<file path="src/rtl/hsem_ahb_arb_pkg.sv">
// Shared AHB widths, transfer/response codes and slave-side FSM encoding
// for the two-master semaphore arbiter.
package hsem_ahb_arb_pkg;

  localparam int AHB_DATA_WIDTH = 32;
  localparam int AHB_ADDR_WIDTH = 32;

  localparam logic [1:0] HTRANS_IDLE   = 2'b00;
  localparam logic [1:0] HTRANS_BUSY   = 2'b01;
  localparam logic [1:0] HTRANS_NONSEQ = 2'b10;
  localparam logic [1:0] HTRANS_SEQ    = 2'b11;

  localparam logic [1:0] HRESP_OKAY    = 2'b00;
  localparam logic [1:0] HRESP_ERROR   = 2'b01;

  typedef enum logic [1:0] {
    S_IDLE = 2'b00,
    S_ADDR = 2'b01,
    S_DATA = 2'b10
  } slv_state_e;

  typedef struct packed {
    logic [AHB_ADDR_WIDTH-1:0] addr;
    logic                      write;
    logic [2:0]                size;
    logic [3:0]                prot;
    logic                      mastlock;
  } ahb_addr_t;

endpackage

</file>
<file path="src/rtl/hsem_arb_port.sv">
// Per-master capture stage: latches one address phase and stalls the master
// until the slave finishes that transfer.
module hsem_arb_port
  import hsem_ahb_arb_pkg::*;
(
  input  logic       hclk,
  input  logic       hresetn,
  input  logic [1:0] htrans,
  input  ahb_addr_t  addr_phase,
  input  logic       done,
  output logic       hready,
  output logic       pending,
  output logic       pending_nxt,
  output ahb_addr_t  held
);

  logic capture;

  // Completion reopens the port in the same cycle so a master can pipeline
  // its next address onto the last data cycle of the previous transfer.
  assign hready      = ~pending | done;
  assign capture     = hready & ((htrans == HTRANS_NONSEQ) | (htrans == HTRANS_SEQ));
  assign pending_nxt = capture | (pending & ~done);

  always_ff @(posedge hclk) begin
    if (!hresetn) begin
      pending <= 1'b0;
    end else begin
      pending <= pending_nxt;
    end
  end

  always_ff @(posedge hclk) begin
    if (capture) begin
      held <= addr_phase;
    end
  end

endmodule

</file>
<file path="src/rtl/hsem_ahb_arb.sv">
// Two-master to one-slave AHB arbiter in front of the hardware semaphore:
// round-robin grant with bus lock, one transfer in flight at a time.
module hsem_ahb_arb
  import hsem_ahb_arb_pkg::*;
(
  input  logic                      hclk,
  input  logic                      hresetn,
  input  logic [1:0]                m0_htrans,
  input  logic [AHB_ADDR_WIDTH-1:0] m0_haddr,
  input  logic                      m0_hwrite,
  input  logic [2:0]                m0_hsize,
  input  logic [3:0]                m0_hprot,
  input  logic                      m0_hmastlock,
  input  logic [AHB_DATA_WIDTH-1:0] m0_hwdata,
  output logic                      m0_hready,
  output logic [1:0]                m0_hresp,
  output logic [AHB_DATA_WIDTH-1:0] m0_hrdata,
  input  logic [1:0]                m1_htrans,
  input  logic [AHB_ADDR_WIDTH-1:0] m1_haddr,
  input  logic                      m1_hwrite,
  input  logic [2:0]                m1_hsize,
  input  logic [3:0]                m1_hprot,
  input  logic                      m1_hmastlock,
  input  logic [AHB_DATA_WIDTH-1:0] m1_hwdata,
  output logic                      m1_hready,
  output logic [1:0]                m1_hresp,
  output logic [AHB_DATA_WIDTH-1:0] m1_hrdata,
  output logic                      s_hsel,
  output logic [1:0]                s_htrans,
  output logic [AHB_ADDR_WIDTH-1:0] s_haddr,
  output logic                      s_hwrite,
  output logic [2:0]                s_hsize,
  output logic [3:0]                s_hprot,
  output logic                      s_hmastlock,
  output logic [AHB_DATA_WIDTH-1:0] s_hwdata,
  output logic                      s_hready,
  output logic                      s_hmaster,
  input  logic                      s_hreadyout,
  input  logic [1:0]                s_hresp,
  input  logic [AHB_DATA_WIDTH-1:0] s_hrdata
);

  slv_state_e state, state_nxt;
  logic       grant, last_grant, lock_act;
  logic       go, pick, take;
  logic [1:0] pend, req_nxt, done;
  ahb_addr_t  m0_ap, m1_ap, held0, held1, cur_held;

  assign m0_ap = '{addr: m0_haddr, write: m0_hwrite, size: m0_hsize,
                   prot: m0_hprot, mastlock: m0_hmastlock};
  assign m1_ap = '{addr: m1_haddr, write: m1_hwrite, size: m1_hsize,
                   prot: m1_hprot, mastlock: m1_hmastlock};

  assign done[0]  = (state == S_DATA) && !grant && s_hreadyout;
  assign done[1]  = (state == S_DATA) &&  grant && s_hreadyout;
  assign cur_held = grant ? held1 : held0;

  hsem_arb_port u_port0 (
    .hclk        (hclk),
    .hresetn     (hresetn),
    .htrans      (m0_htrans),
    .addr_phase  (m0_ap),
    .done        (done[0]),
    .hready      (m0_hready),
    .pending     (pend[0]),
    .pending_nxt (req_nxt[0]),
    .held        (held0)
  );

  hsem_arb_port u_port1 (
    .hclk        (hclk),
    .hresetn     (hresetn),
    .htrans      (m1_htrans),
    .addr_phase  (m1_ap),
    .done        (done[1]),
    .hready      (m1_hready),
    .pending     (pend[1]),
    .pending_nxt (req_nxt[1]),
    .held        (held1)
  );

  // Arbitration looks at next-cycle pending so a same-cycle capture is seen;
  // while locked, only the lock owner can be granted.
  always_comb begin
    state_nxt = state;
    take      = 1'b0;
    pick      = last_grant;
    go        = lock_act ? req_nxt[last_grant] : |req_nxt;
    if (!lock_act) begin
      pick = (req_nxt == 2'b11) ? ~last_grant : req_nxt[1];
    end
    case (state)
      S_IDLE: if (go) begin
        state_nxt = S_ADDR;
        take      = 1'b1;
      end
      S_ADDR: state_nxt = S_DATA;
      S_DATA: if (s_hreadyout) begin
        state_nxt = go ? S_ADDR : S_IDLE;
        take      = go;
      end
      default: state_nxt = S_IDLE;
    endcase
  end

  always_ff @(posedge hclk) begin
    if (!hresetn) begin
      state      <= S_IDLE;
      grant      <= 1'b0;
      last_grant <= 1'b1;
      lock_act   <= 1'b0;
    end else begin
      state <= state_nxt;
      if (take) begin
        grant      <= pick;
        last_grant <= pick;
      end
      if (state == S_ADDR) begin
        lock_act <= cur_held.mastlock;
      end
    end
  end

  always_comb begin
    s_hsel      = 1'b0;
    s_htrans    = HTRANS_IDLE;
    s_haddr     = '0;
    s_hwrite    = 1'b0;
    s_hsize     = '0;
    s_hprot     = '0;
    s_hmastlock = 1'b0;
    s_hwdata    = '0;
    s_hready    = 1'b1;
    s_hmaster   = 1'b0;
    m0_hresp    = HRESP_OKAY;
    m1_hresp    = HRESP_OKAY;
    m0_hrdata   = '0;
    m1_hrdata   = '0;
    case (state)
      S_ADDR: begin
        s_hsel      = 1'b1;
        s_htrans    = HTRANS_NONSEQ;
        s_haddr     = cur_held.addr;
        s_hwrite    = cur_held.write;
        s_hsize     = cur_held.size;
        s_hprot     = cur_held.prot;
        s_hmastlock = cur_held.mastlock;
        s_hmaster   = grant;
      end
      S_DATA: begin
        s_hmaster = grant;
        s_hwdata  = grant ? m1_hwdata : m0_hwdata;
        s_hready  = s_hreadyout;
        if (grant) begin
          m1_hresp  = s_hresp;
          m1_hrdata = s_hrdata;
        end else begin
          m0_hresp  = s_hresp;
          m0_hrdata = s_hrdata;
        end
      end
      default: ;
    endcase
  end

endmodule

</file>
<file path="config.mk">
export PLATFORM = sky130hd
export DESIGN_NAME = hsem_ahb_arb
export DESIGN_NICKNAME = d
export VERILOG_FILES = /design/src/rtl/hsem_ahb_arb_pkg.sv /design/src/rtl/hsem_arb_port.sv /design/src/rtl/hsem_ahb_arb.sv
export SDC_FILE = /design/constraint.sdc
export NUM_CORES = 1
export LEC_CHECK = 0
export BUFFER_PORTS_ARGS = -buffer_cell sky130_fd_sc_hd__buf_4
export CAP_MARGIN = 20
export CORE_AREA = 2 2 130 132
export CTS_BUF_LIST = sky130_fd_sc_hd__clkbuf_16
export CTS_CLUSTER_SIZE = 24
export DETAILED_ROUTE_END_ITERATION = 10
export DIE_AREA = 0 0 132 134
export HOLD_SLACK_MARGIN = 0.1
export PLACE_DENSITY = 0.72
export RECOVER_POWER = 50
export REMOVE_ABC_BUFFERS = 1
export SYNTH_ARGS = -nofsm -noshare
export SYNTH_HDL_FRONTEND = slang
export SYNTH_HIERARCHICAL = 1
export SYNTH_SLANG_ARGS = --single-unit
</file>
<file path="constraint.sdc">
create_clock -name hclk -period 2.1 [get_ports hclk]
set_input_delay 0 -clock hclk [delete_from_list [all_inputs] [get_ports hclk]]
set_output_delay 0 -clock hclk [all_outputs]
set_load 0.1 [all_outputs]
</file>
Word level (Yosys, flattened, before mapping)

Cells that the tools add are included.
W data, S select, Z words.

Order comparisons: 1
Equality and inequality tests: 9
Reduce and logical (&&, ||, !) cells: 9
Bitwise gates (word level): 15
Multiplexer cells: 32

Operator list:

| operator             | number |
|---|---|
| $mux W32             | 7 |
| $mux W41             | 1 |
| $mux W2              | 7 |
| $mux W1              | 13 |
| $eq A2 B2 Y1 const B | 6 |
| $or A1 B1 Y1         | 6 |
| $pmux W2 S3          | 1 |
| $not A1 Y1           | 5 |
| $and A1 B1 Y1        | 4 |
| $logic_and A1 B1 Y1  | 4 |
| $mux W4              | 1 |
| $ne A2 B2 Y1 const B | 2 |
| $reduce_or A2 Y1     | 2 |
| $mux W3              | 1 |
| $eq A2 B1 Y1 const B | 1 |
| $logic_not A2 Y1     | 1 |
| $lt A1 B2 Y1 const B | 1 |
| $pmux W1 S2          | 1 |
| $reduce_and A2 Y1    | 1 |
| $logic_not A1 Y1     | 1 |

Register bits after elaboration: 89
Word-level logic and storage cells: 82
Bits of input ports: 187
Output and inout bits: 148

Longest topological paths before layout

Gate-level depths: netlist (run 1).

Depth after elaboration: 12
Gate-level depth with buffers: 11
Gate-level depth less buffers: 10

By module

The synthesis (run 1) kept the hierarchy.

Modules (own cells, without submodules):

| module        | area each (sq um) | cells each | seq. area each (sq um) | times used |
|---|---|---|---|---|
| hsem_arb_port | 1292.5            | 47         | 1251.2                 | 2 |
| hsem_ahb_arb  | 2122.0            | 287        | 100.1                  | 1 |

Worst setup path before layout (run 1)

Ideal clock, no wire load.

Kind: reg2out
From: register state[1]
To: output port s_haddr[0]
Stages on the path, launching flop included: 5
Slack: -857 ps
Data required time: 2100 ps
Data arrival time: 2957 ps
Buffers on the path: 1
Cells stage by stage: dfxtp_1 > inv_1 > ha_1 > clkbuf_1 > nor2b_1

Word-level cells in the longest chain between the ends: 2

RTL lines:

| what                     | line                | source |
|---|---|---|
| start: declaration       | hsem_ahb_arb.sv:43  | `slv_state_e state, state_nxt;` |
| start signal: assignment | hsem_ahb_arb.sv:113 | `state <= state_nxt;` |
| $eq A2 B1 Y1             | hsem_ahb_arb.sv:139 | `case (state)` |
| $mux W32                 | hsem_ahb_arb.sv:139 |  |
| end: declaration         | hsem_ahb_arb.sv:30  | `output logic [AHB_ADDR_WIDTH-1:0] s_haddr,` |

Every way passes these cells.

Final worst setup path (run 1)

From: register state[0]
To: register state[0]

Word-level cells in the longest chain between the ends: 12
Elaborated cells on any way between the ends: 27
Classes of those cells: eq/ne (4); mux (6); bitwise (10); reduce/logical (7)

RTL lines:

| what                                              | line                                     | source |
|---|---|---|
| $eq A2 B2 Y1 *                                    | hsem_ahb_arb.sv:54                       | `assign done[0] = (state == S_DATA) && !grant && s_hreadyout;` |
| $logic_and A1 B1 Y1 * (2 in a row)                | hsem_ahb_arb.sv:54                       |  |
| via done[0]                                       | hsem_ahb_arb.sv:46                       | `logic [1:0] pend, req_nxt, done;` |
| $or A1 B1 Y1 / $not A1 Y1 (equally long branches) | hsem_arb_port.sv:21, hsem_arb_port.sv:23 |  |
| $and A1 B1 Y1, on equally long branches           | hsem_arb_port.sv:22, hsem_arb_port.sv:23 |  |
| $or A1 B1 Y1 *                                    | hsem_arb_port.sv:23                      | `assign pending_nxt = capture \| (pending & ~done);` |
| via req_nxt[0]                                    | hsem_ahb_arb.sv:46                       |  |
| $mux W1 (not written as such) (2 in a row)        | hsem_ahb_arb.sv:88                       | `go = lock_act ? req_nxt[last_grant] : \|req_nxt;` |
| $mux W1 *                                         | hsem_ahb_arb.sv:88                       |  |
| $mux W1                                           | hsem_ahb_arb.sv:99                       | `state_nxt = go ? S_ADDR : S_IDLE;` |
| $mux W2                                           | hsem_ahb_arb.sv:98                       | `S_DATA: if (s_hreadyout) begin` |
| $pmux W2 S3                                       | hsem_ahb_arb.sv:92                       | `case (state)` |

The timed path passes the listed nets; every way through them passes the cells marked *. The select of a mux whose other input is x is not followed.
A chain may end at the register's enable or synchronous reset.

==> results of run 1 <==
## path summary, 6_finish.rpt
| path | start | to | slack, ns | depth (start not counted) |
|---|---|---|---|---|
| setup / recovery | state[0]$_SDFFE_PN0P_ | state[0]$_SDFFE_PN0P_ | 0.14 | 9 |
| hold / removal | s_hreadyout | u_port1/pending$_SDFF_PN0_ | 0.21 | 4 |
| setup reg to reg | state[0]$_SDFFE_PN0P_ | state[0]$_SDFFE_PN0P_ | 0.14 | 9 |
| hold reg to reg | state[1]$_SDFFE_PN0P_ | state[1]$_SDFFE_PN0P_ | 0.51 | 2 |
## cell type report
class,count,area (sq um),share of cell area [%]
Timing Repair Buffer,429,3410,40.1
Inverter,5,18.8,0.220
Sequential cell,89,2610,30.6
Clock buffer,9,225,2.64
Clock inverter,7,37.5,0.441
Antenna cell,4,10.0,0.117
Tap cell,220,275,3.23
Multi-Input combinational cell,258,1930,22.7
## routing by layer
metal | up-vias | GRT usage (%) | part of all wire, %
li1 | 2170 | - | -
met1 | 2035 | 21.1 | 39
met2 | 209 | 34.4 | 52
met3 | 25 | 4.80 | 6.6
met4 | 0 | 7.97 | 2.7
met5 | - | 0 | 0
## power by group through the flow
stage,Clock (mW),Combinational (mW),Sequential [mW]
3_5_place_dp,0,6.27,2.21
3_3_place_gp,0,6.26,2.21
2_1_floorplan,0,4.69,2.41
5_1_grt,1.54,6.58,2.19
6_report,1.42,6.34,2.17
4_1_cts,1.47,6.41,2.17
## worst max-delay path, stage by stage, from the launching register on
cell and delay, ns:
dfxtp_1 0.33, inv_1 0.06, ha_2 0.20, nor2b_1 0.14, and2_0 0.15, nand2b_4 0.15, nand2_1 0.11, mux2i_1 0.12
a221o_1 0.34, a32o_1 0.26
## kinds of logic after synthesis
kind of cell,count (synthesis),share of synthesized area [%]
AOI/OAI and AO/OA,13,2.13
DFF,89,55.3
buffers and inverters,34,3.48
muxes,75,15.9
other,1,0.0797
adders and majority gates,5,1.33
and+or+nand+nor,164,21.7
## state kept, by name, summed over array words and instances, names as in the netlist
name,count
u_port0/held,41
u_port1/held,41
state,2
grant,1
last_grant,1
lock_act,1
u_port0/pending,1
u_port1/pending,1
## synth_stat cells (all sizes together)
cell type	instances	share of area (%)
nor3b	1	0.16
nor3	1	0.11
a22o	1	0.21
a221o	1	0.21
edfxtp	82	52
inv	5	0.40
clkbuf	18	1.4
conb	1	0.080
o211a	1	0.21
dfxtp	7	3.0
nor2b	76	10
a32o	1	0.21
nand2	6	0.48
a21boi	2	0.48
nor2	2	0.16
and3	35	4.7
a211oi	1	0.16
mux2i	75	16
and2	39	5.3
nand2b	2	0.58
a21oi	3	0.32
buf	11	1.6
nand3	2	0.21
o21ai	3	0.32
ha	5	1.3
## what timing repair did
action                                  CTS  global route
endpoints found under the setup margin    0             1
hold buffers                             86             0
endpoints found under the hold margin    89             0
## through the flow
stage                     hold WS, ns  util (%)
after floorplan                0.0762         -
after global placement          0.178      45.9
after detailed placement        0.179      45.9
after CTS                       0.143      52.8
after global routing            0.241      52.3
final                           0.207      52.3
==> run_results.csv, run 1 <==
group,metric,value,unit
layout,nFillCells,1435,
clock_network,cts_resized,0,
route,ant_nets,0,
global_routing,antenna_found_initial,3,
hold_path,holdCritPathClass,"primary input to flop",
sta,period_minus_slack,1.96,ns
global_routing,globalRouteTotalUtil,18.9,%
placement,dpl.cell_count,915,
yosys,avgSynthCellArea,12.4,sq um
critical_path,cp-end-kind,"flop",
sta,fin_skew,0.00896,ns
power_and_ir_drop,p_sw,5.40,mW
route,vias,4439,
yosys,yosysWarnings,6,
power_and_ir_drop,p_int,4.54,mW
route,dr.first_iter.drc_count,174,
global_routing,grt_max_degree,62,
route,post_drt_wl_per_cell,17.2,um
layout,final_common_cell,"buf_4",
clock_network,cts.sink_count,89,
clock_network,cts_buffer_depth,2,
power_and_ir_drop,vdd_drop_max,1.14,mV
sta,worst_slew_pin_slew,0.561,ns
power_and_ir_drop,clkPwrFrac,14.3,%
critical_path,crit_path_start_kind,"flop",
route,wirelength,17500,um
power_and_ir_drop,p_leak,3.87,nW
power_and_ir_drop,p_sw_share,54.3,%
placement,portBuffers,331,
die,initial_core_util,28.9,%
die,die_h,134,um
sta,fmax,511,MHz
route,drc,0,
clock_network,cts-root-buf,"clkbuf_16",
layout,final_layout_size_suffix_gt1_share,45.3,%
global_routing,grt_pass1_vias,4538,
sta,finalMaxSlewViolations,0,
critical_path,critPathArrivalTime,2.17,ns
route,drtPass1Iterations,4,
clock_network,postCtsSetupRepairBufs,0,
critical_path,worstPathRequired,2.32,ns
die,die_width,132,um
yosys,syn_area,0.00471,sq mm
power_and_ir_drop,seqPwrFrac,21.9,%
die,ios,335,
layout,final_area,0.00852,sq mm
power_and_ir_drop,p_total,9.94,mW
layout,layout_common_cells,"240 x buf_4, 86 x dlygate4sd3_1, 83 x clkbuf_4",
layout,nets,984,
yosys,yosysSeqAreaShare,55.3,%
yosys,synthCells,381,
global_routing,grt_pass1_wl,25400,um
global_routing,grt_overflow,0,
route,routed_via_density,4.35,
sta,rsz0062_at_grt,"no",
placement,place.gp.congestion,0.790,
sta,setup-violations-final,0,
layout,area_delta_synth_final,81.0,%
critical_path,critical_path_class,"flop to flop",
placement,dpl_worst_slack,0.125,ns
critical_path,cp_max_fo,4,
clock_network,cts_buffers,9,
sta,fin_setup_tns,0,ns
die,core_area,0.0163,sq mm
flow_run,drv_cap,0,
placement,place_area,0.00747,sq mm
clock_network,insertion_delay,0.33,ns
outcome,status,"completed",
yosys,synth-seq-cells,89,
die,num_rows,47,
placement,place_hpwl,12900,um
power_and_ir_drop,combPwrFrac,63.8,%
clock_network,clk_pin_slew,0.06,ns
clock_network,cts_tree,"done",
sta,setup_slack,0.143,ns
layout,fin_cells,1021,
sta,period_share,93.2,%
sta,relSlewSlack,62.8,%
yosys,synth.distinct_cells,27,
die,die_area,0.0177,sq mm
power_and_ir_drop,cellPowerDensity,1170,mW/mm^2
clock_network,h-tree-depth,3,
sta,hold_viol_final,0,
(Power assumes the default switching activity.)
==> run 2, diff against run 1 <==
--- a/config.mk
+++ b/config.mk
@@ -13,6 +13,7 @@
 export DETAILED_ROUTE_END_ITERATION = 10
 export DIE_AREA = 0 0 132 134
 export HOLD_SLACK_MARGIN = 0.1
+export MAX_ROUTING_LAYER = met4
 export PLACE_DENSITY = 0.72
 export RECOVER_POWER = 50
 export REMOVE_ABC_BUFFERS = 1
==> run_results.csv, run 2 (synthesis gave the netlist of run 1 again) <==
group,metric,value,unit
clock_network,h-tree-depth,3,
global_routing,antenna_found_initial,3,
route,dr.first_iter.drc_count,186,
global_routing,globalRouteTotalUtil,19.5,%
power_and_ir_drop,cellPowerDensity,1170,mW/mm^2
clock_network,cts_resized,0,
placement,place_area,0.00747,sq mm
layout,final_area,0.00852,sq mm
critical_path,crit_chain,"inv_1 > ha_2 > nor2b_1 > and2_0 > nand2b_4 > nand2_1 > mux2i_1 > a221o_1 > a32o_1",
global_routing,grt_pass1_wl,25300,um
clock_network,cts_tree,"done",
die,ios,335,
critical_path,critPathArrivalTime,2.18,ns
critical_path,crit_path_start_kind,"flop",
layout,final_common_cell,"buf_4",
layout,nFillCells,1435,
sta,rsz0062_at_grt,"no",
sta,finalMaxSlewViolations,0,
route,drc,0,
critical_path,worstPathRequired,2.32,ns
clock_network,cts_buffers,9,
clock_network,cts-root-buf,"clkbuf_16",
sta,fmax,511,MHz
route,ant_nets,0,
clock_network,postCtsSetupRepairBufs,0,
critical_path,cpMaxStageDelayCell,"a221o_1",
critical_path,max_stage_delay,0.34,ns
critical_path,reg2reg_to,"state[0]$_SDFFE_PN0P_",
die,die_area,0.0177,sq mm
sta,period_minus_slack,1.96,ns
route,wirelength,17600,um
sta,setup-violations-final,0,
global_routing,grt_max_degree,62,
power_and_ir_drop,vdd_drop_max,1.13,mV
flow_run,drv_cap,0,
route,routed_via_density,4.36,
sta,relSlewSlack,62.8,%
layout,layout_common_cells,"240 x buf_4, 86 x dlygate4sd3_1, 83 x clkbuf_4",
power_and_ir_drop,p_leak,3.87,nW
critical_path,cp_max_fo,4,
route,drtPass1Iterations,4,
critical_path,r2r_slack,0.14,ns
sta,worst_slew_pin_slew,0.561,ns
hold_path,whs_path_depth,4,
clock_network,cts.sink_count,89,
sta,holdWs,0.204,ns
placement,place_hpwl,12900,um
sta,period_share,93.3,%
global_routing,grt_pass1_vias,4559,
global_routing,grt_overflow,0,
route,post_drt_wl_per_cell,17.2,um
die,num_rows,47,
clock_network,insertion_delay,0.33,ns
die,core_area,0.0163,sq mm
hold_path,holdCritPathClass,"primary input to flop",
layout,nets,984,
hold_path,hold_path_startpoint,"s_hreadyout",
layout,top_regs,"u_port0/held: 41 flops, u_port1/held: 41 flops, state: 2 flops",
layout,area_delta_synth_final,81.0,%
layout,final_layout_size_suffix_gt1_share,45.3,%
placement,place.gp.congestion,0.804,
die,die_h,134,um
die,initial_core_util,28.9,%
critical_path,critical_path_class,"flop to flop",
critical_path,critPathTopFamily,"compound AO/OA/AOI/OAI gates",
placement,portBuffers,331,
clock_network,cts_buffer_depth,2,
outcome,status,"completed",
critical_path,crit_buf_inv,1,
critical_path,r2r-start,"state[0]$_SDFFE_PN0P_",
sta,fin_skew,0.00791,ns
die,die_width,132,um
critical_path,cp-end-kind,"flop",
critical_path,ff2ff_path_depth,9,
hold_path,min_to,"u_port1/pending$_SDFF_PN0_",
sta,hold_viol_final,0,
route,vias,4450,
clock_network,clk_pin_slew,0.06,ns
## run 2: cell counts in the layout (fill, tap and decap cells not counted)
Identical to the previous run, type by type.
## run 2: where the power goes
group          internal (mW)  switching [mW]
Clock                  0.789           0.633
Sequential              2.10          0.0727
Combinational           1.65            4.69
## run 2: what timing repair did
item / in CTS / in global routing
endpoints found under the hold margin: 89 / 0
hold buffers: 86 / 0
setup endpoints to repair: 0 / 1
## run 2: worst reg2reg max path, cell delays in order (launching register included)
cell,delay (ns)
dfxtp_1,0.33
inv_1,0.06
ha_2,0.20
nor2b_1,0.14
and2_0,0.15
nand2b_4,0.15
nand2_1,0.11
mux2i_1,0.12
a221o_1,0.34
a32o_1,0.26
## run 2: metrics by stage
step | power [mW] | utilization, % | setup TNS [ns] | setup WS [ns] | cells
final | 9.94 | 52.3 | 0 | 0.142 | 1021
after global routing | 10.3 | 52.3 | 0 | 0.0245 | 1020
after CTS | 10.1 | 52.8 | 0 | 0.104 | 1017
after detailed placement | 8.48 | 45.9 | 0 | 0.125 | 915
after global placement | 8.46 | 45.9 | 0 | 0.145 | 915
after floorplan | 7.10 | - | -600.30 | -3.58 | 352
## run 2: worst max path at each step
stage | start | to | slack (ns) | cells after the start
floorplan | grant$_SDFFE_PN0P_ | state[0]$_SDFFE_PN0P_ | -3.58 | 7
global placement | state[0]$_SDFFE_PN0P_ | state[0]$_SDFFE_PN0P_ | 0.15 | 9
detailed placement | state[0]$_SDFFE_PN0P_ | state[0]$_SDFFE_PN0P_ | 0.13 | 9
CTS | state[0]$_SDFFE_PN0P_ | state[0]$_SDFFE_PN0P_ | 0.10 | 9
global route | state[0]$_SDFFE_PN0P_ | state[0]$_SDFFE_PN0P_ | 0.02 | 9
finish | state[0]$_SDFFE_PN0P_ | state[0]$_SDFFE_PN0P_ | 0.14 | 9
## run 2: cell type report
| class | instances | area, sq um | share of cell area, % |
|---|---|---|---|
| repair buffers | 429 | 3410 | 40.1 |
| clock inverters | 7 | 37.5 | 0.441 |
| multi-input cells | 258 | 1930 | 22.7 |
| diodes | 4 | 10.0 | 0.117 |
| inverters | 5 | 18.8 | 0.220 |
| well taps | 220 | 275 | 3.23 |
| clock buffers | 9 | 225 | 2.64 |
| flip-flops and latches | 89 | 2610 | 30.6 |
## run 2: routing by layer
layer  global-route usage [%]  vias to the layer above  part of all wire (%)
li1                         -                     2166                     -
met3                     4.31                       24                   6.1
met2                     34.5                      206                    52
met5                        -                        -                     0
met1                     21.3                     2054                    39
met4                     7.97                        0                   2.7
==> run 3, diff against run 2 <==
--- a/config.mk
+++ b/config.mk
@@ -9,6 +9,7 @@
 export CAP_MARGIN = 20
 export CORE_AREA = 2 2 130 132
 export CTS_BUF_LIST = sky130_fd_sc_hd__clkbuf_16
+export CTS_CLUSTER_DIAMETER = 50
 export CTS_CLUSTER_SIZE = 24
 export DETAILED_ROUTE_END_ITERATION = 10
 export DIE_AREA = 0 0 132 134
==> constraint.sdc (replaced) <==
create_clock -name hclk -period 2.1 [get_ports hclk]
set_input_delay 0.42 -clock hclk [delete_from_list [all_inputs] [get_ports hclk]]
set_output_delay 0.42 -clock hclk [all_outputs]
set_load 0.1 [all_outputs]
==> run_results.csv, run 3 (synthesis gave the netlist of run 1 again) <==
group,metric,value,unit
outcome,status,"complete, but fails checks",
outcome,violations,"negative setup slack",
clock_network,cts_buffer_depth,2,
critical_path,worstPathRequired,1.68,ns
placement,dpl.cell_count,921,
layout,top_regs,"u_port0/held: 41 flops, u_port1/held: 41 flops, state: 2 flops",
route,dr.first_iter.drc_count,139,
power_and_ir_drop,combPwrFrac,66.7,%
sta,rsz0062_at_grt,"yes",
placement,place_hpwl,12800,um
clock_network,cts-root-buf,"clkbuf_16",
clock_network,cts.sink_count,89,
global_routing,globalRouteTotalUtil,19.6,%
global_routing,grt_pass1_vias,4371,
route,drc,0,
global_routing,antenna_found_initial,5,
route,routed_via_density,4.48,
critical_path,crit_chain,"inv_2 > ha_4 > nor2b_4 > buf_4 > buf_16 > and2_4 > buf_12",
clock_network,cts_tree,"done",
power_and_ir_drop,seqPwrFrac,19.4,%
sta,period_minus_slack,2.11,ns
hold_path,holdCritPathClass,"primary input to flop",
placement,place.gp.congestion,0.814,
layout,multi_input_area,0.00222,sq mm
sta,fin_skew,0.0103,ns
sta,period_share,101,%
global_routing,grt_overflow,0,
clock_network,cts_buffers,9,
layout,final_layout_size_suffix_gt1_share,63.0,%
layout,regArea,0.00261,sq mm
power_and_ir_drop,clkPwrFrac,13.9,%
layout,nets,916,
flow_run,drv_cap,0,
clock_network,hold_buffers,0,
sta,hold_viol_final,0,
power_and_ir_drop,vdd_drop_max,1.01,mV
clock_network,insertion_delay,0.34,ns
critical_path,crit_path_start_kind,"flop",
critical_path,critical_path_class,"flop to output pin",
layout,final_common_cell,"buf_4",
die,core_area,0.0163,sq mm
die,die_area,0.0177,sq mm
die,die_width,132,um
die,initial_core_util,28.9,%
critical_path,cp-end-kind,"output pin",
die,ios,335,
route,vias,4274,
critical_path,crit_buf_inv,4,
layout,fin_cells,954,
critical_path,cp_max_fo,8,
sta,setup_slack,-0.0119,ns
critical_path,critPathTopFamily,"buffers and inverters",
power_and_ir_drop,p_sw,5.76,mW
global_routing,grt_pass1_wl,25300,um
critical_path,cpMaxStageDelayCell,"dfxtp_2",
layout,layout_common_cells,"156 x buf_4, 82 x edfxtp_1, 79 x clkbuf_4",
route,post_drt_wl_per_cell,18.8,um
sta,finalMaxSlewViolations,0,
placement,portBuffers,331,
critical_path,critPathArrivalTime,1.69,ns
global_routing,grt_max_degree,46,
power_and_ir_drop,cellPowerDensity,1250,mW/mm^2
power_and_ir_drop,p_total,11.4,mW
clock_network,clk_pin_slew,0.07,ns
power_and_ir_drop,p_sw_share,50.3,%
critical_path,max_stage_delay,0.32,ns
sta,fmax,474,MHz
route,wirelength,18000,um
layout,area_delta_synth_final,94.7,%
die,num_rows,47,
power_and_ir_drop,p_int,5.68,mW
route,drtPass1Iterations,4,
layout,nFillCells,1348,
clock_network,h-tree-depth,3,
die,die_h,134,um
sta,setup-violations-final,4,
route,ant_nets,0,
power_and_ir_drop,p_leak,3.96,nW
[run 3: cell count changes in the layout (fill, tap and decap cells not counted), moves of 27 or more]
cell	previous run	this run
and2_4	1	37
buf_12	2	51
nor2b_1	76	49
buf_4	240	156
and2_1	36	2
dlygate4sd3_1	86	0
buf_6	0	63
[run 3: path summary, 6_finish.rpt]
kind / startpoint / slack, ns / depth (start not counted) / to
setup / recovery: state[0]$_SDFFE_PN0P_ / -0.01 / 7 / m0_hrdata[21]
hold / removal: m1_haddr[2] / 0.28 / 1 / u_port1/held[11]$_DFFE_PP_
setup reg to reg: state[0]$_SDFFE_PN0P_ / 0.07 / 10 / state[0]$_SDFFE_PN0P_
hold reg to reg: u_port1/pending$_SDFF_PN0_ / 0.50 / 2 / u_port1/pending$_SDFF_PN0_
[run 3: repair_timing]
item,in CTS,in global routing
pin swaps,4,9
resized for setup,208,86
cloned,4,2
setup buffers,4,4
setup endpoints to repair,119,93
[run 3: cell type report]
class	count	area share [%]
Antenna cell	5	0.137
Clock buffer	9	2.46
Clock inverter	7	0.778
Inverter	5	0.205
Multi-Input combinational cell	258	24.3
Sequential cell	89	28.5
Tap cell	220	3.00
Timing Repair Buffer	361	40.6
[run 3: routing by layer]
layer | vias up | part of all wire [%] | global-route usage (%) | wire [um]
li1 | 2032 | - | - | -
met1 | 1982 | 36 | 20.6 | 6530
met2 | 222 | 52 | 34.2 | 9390
met3 | 38 | 7.3 | 5.06 | 1310
met4 | 0 | 4.1 | 9.54 | 736
met5 | - | 0 | - | 0
[run 3: metrics by stage]
step                      TNS, ns  hold WS (ns)  instance area, sq um  setup WS [ns]  util, %
after global routing        -2.21         0.262                  9160        -0.0909     56.2
final                     -0.0282         0.278                  9160        -0.0119     56.2
after CTS                 -0.0803         0.240                  8770       -0.00604     53.8
after detailed placement        0         0.493                  7570          0.103     46.4
after floorplan           -661.86         0.482                  4560          -3.58        -
after global placement          0         0.490                  7570          0.145     46.4
[run 3: power groups by stage]
stage	Sequential, mW	Clock, mW	Combinational [mW]
2_1_floorplan	2.41	0	4.69
3_3_place_gp	2.22	0	6.32
3_5_place_dp	2.22	0	6.33
4_1_cts	2.22	1.64	7.20
5_1_grt	2.24	1.71	7.88
6_report	2.22	1.59	7.63
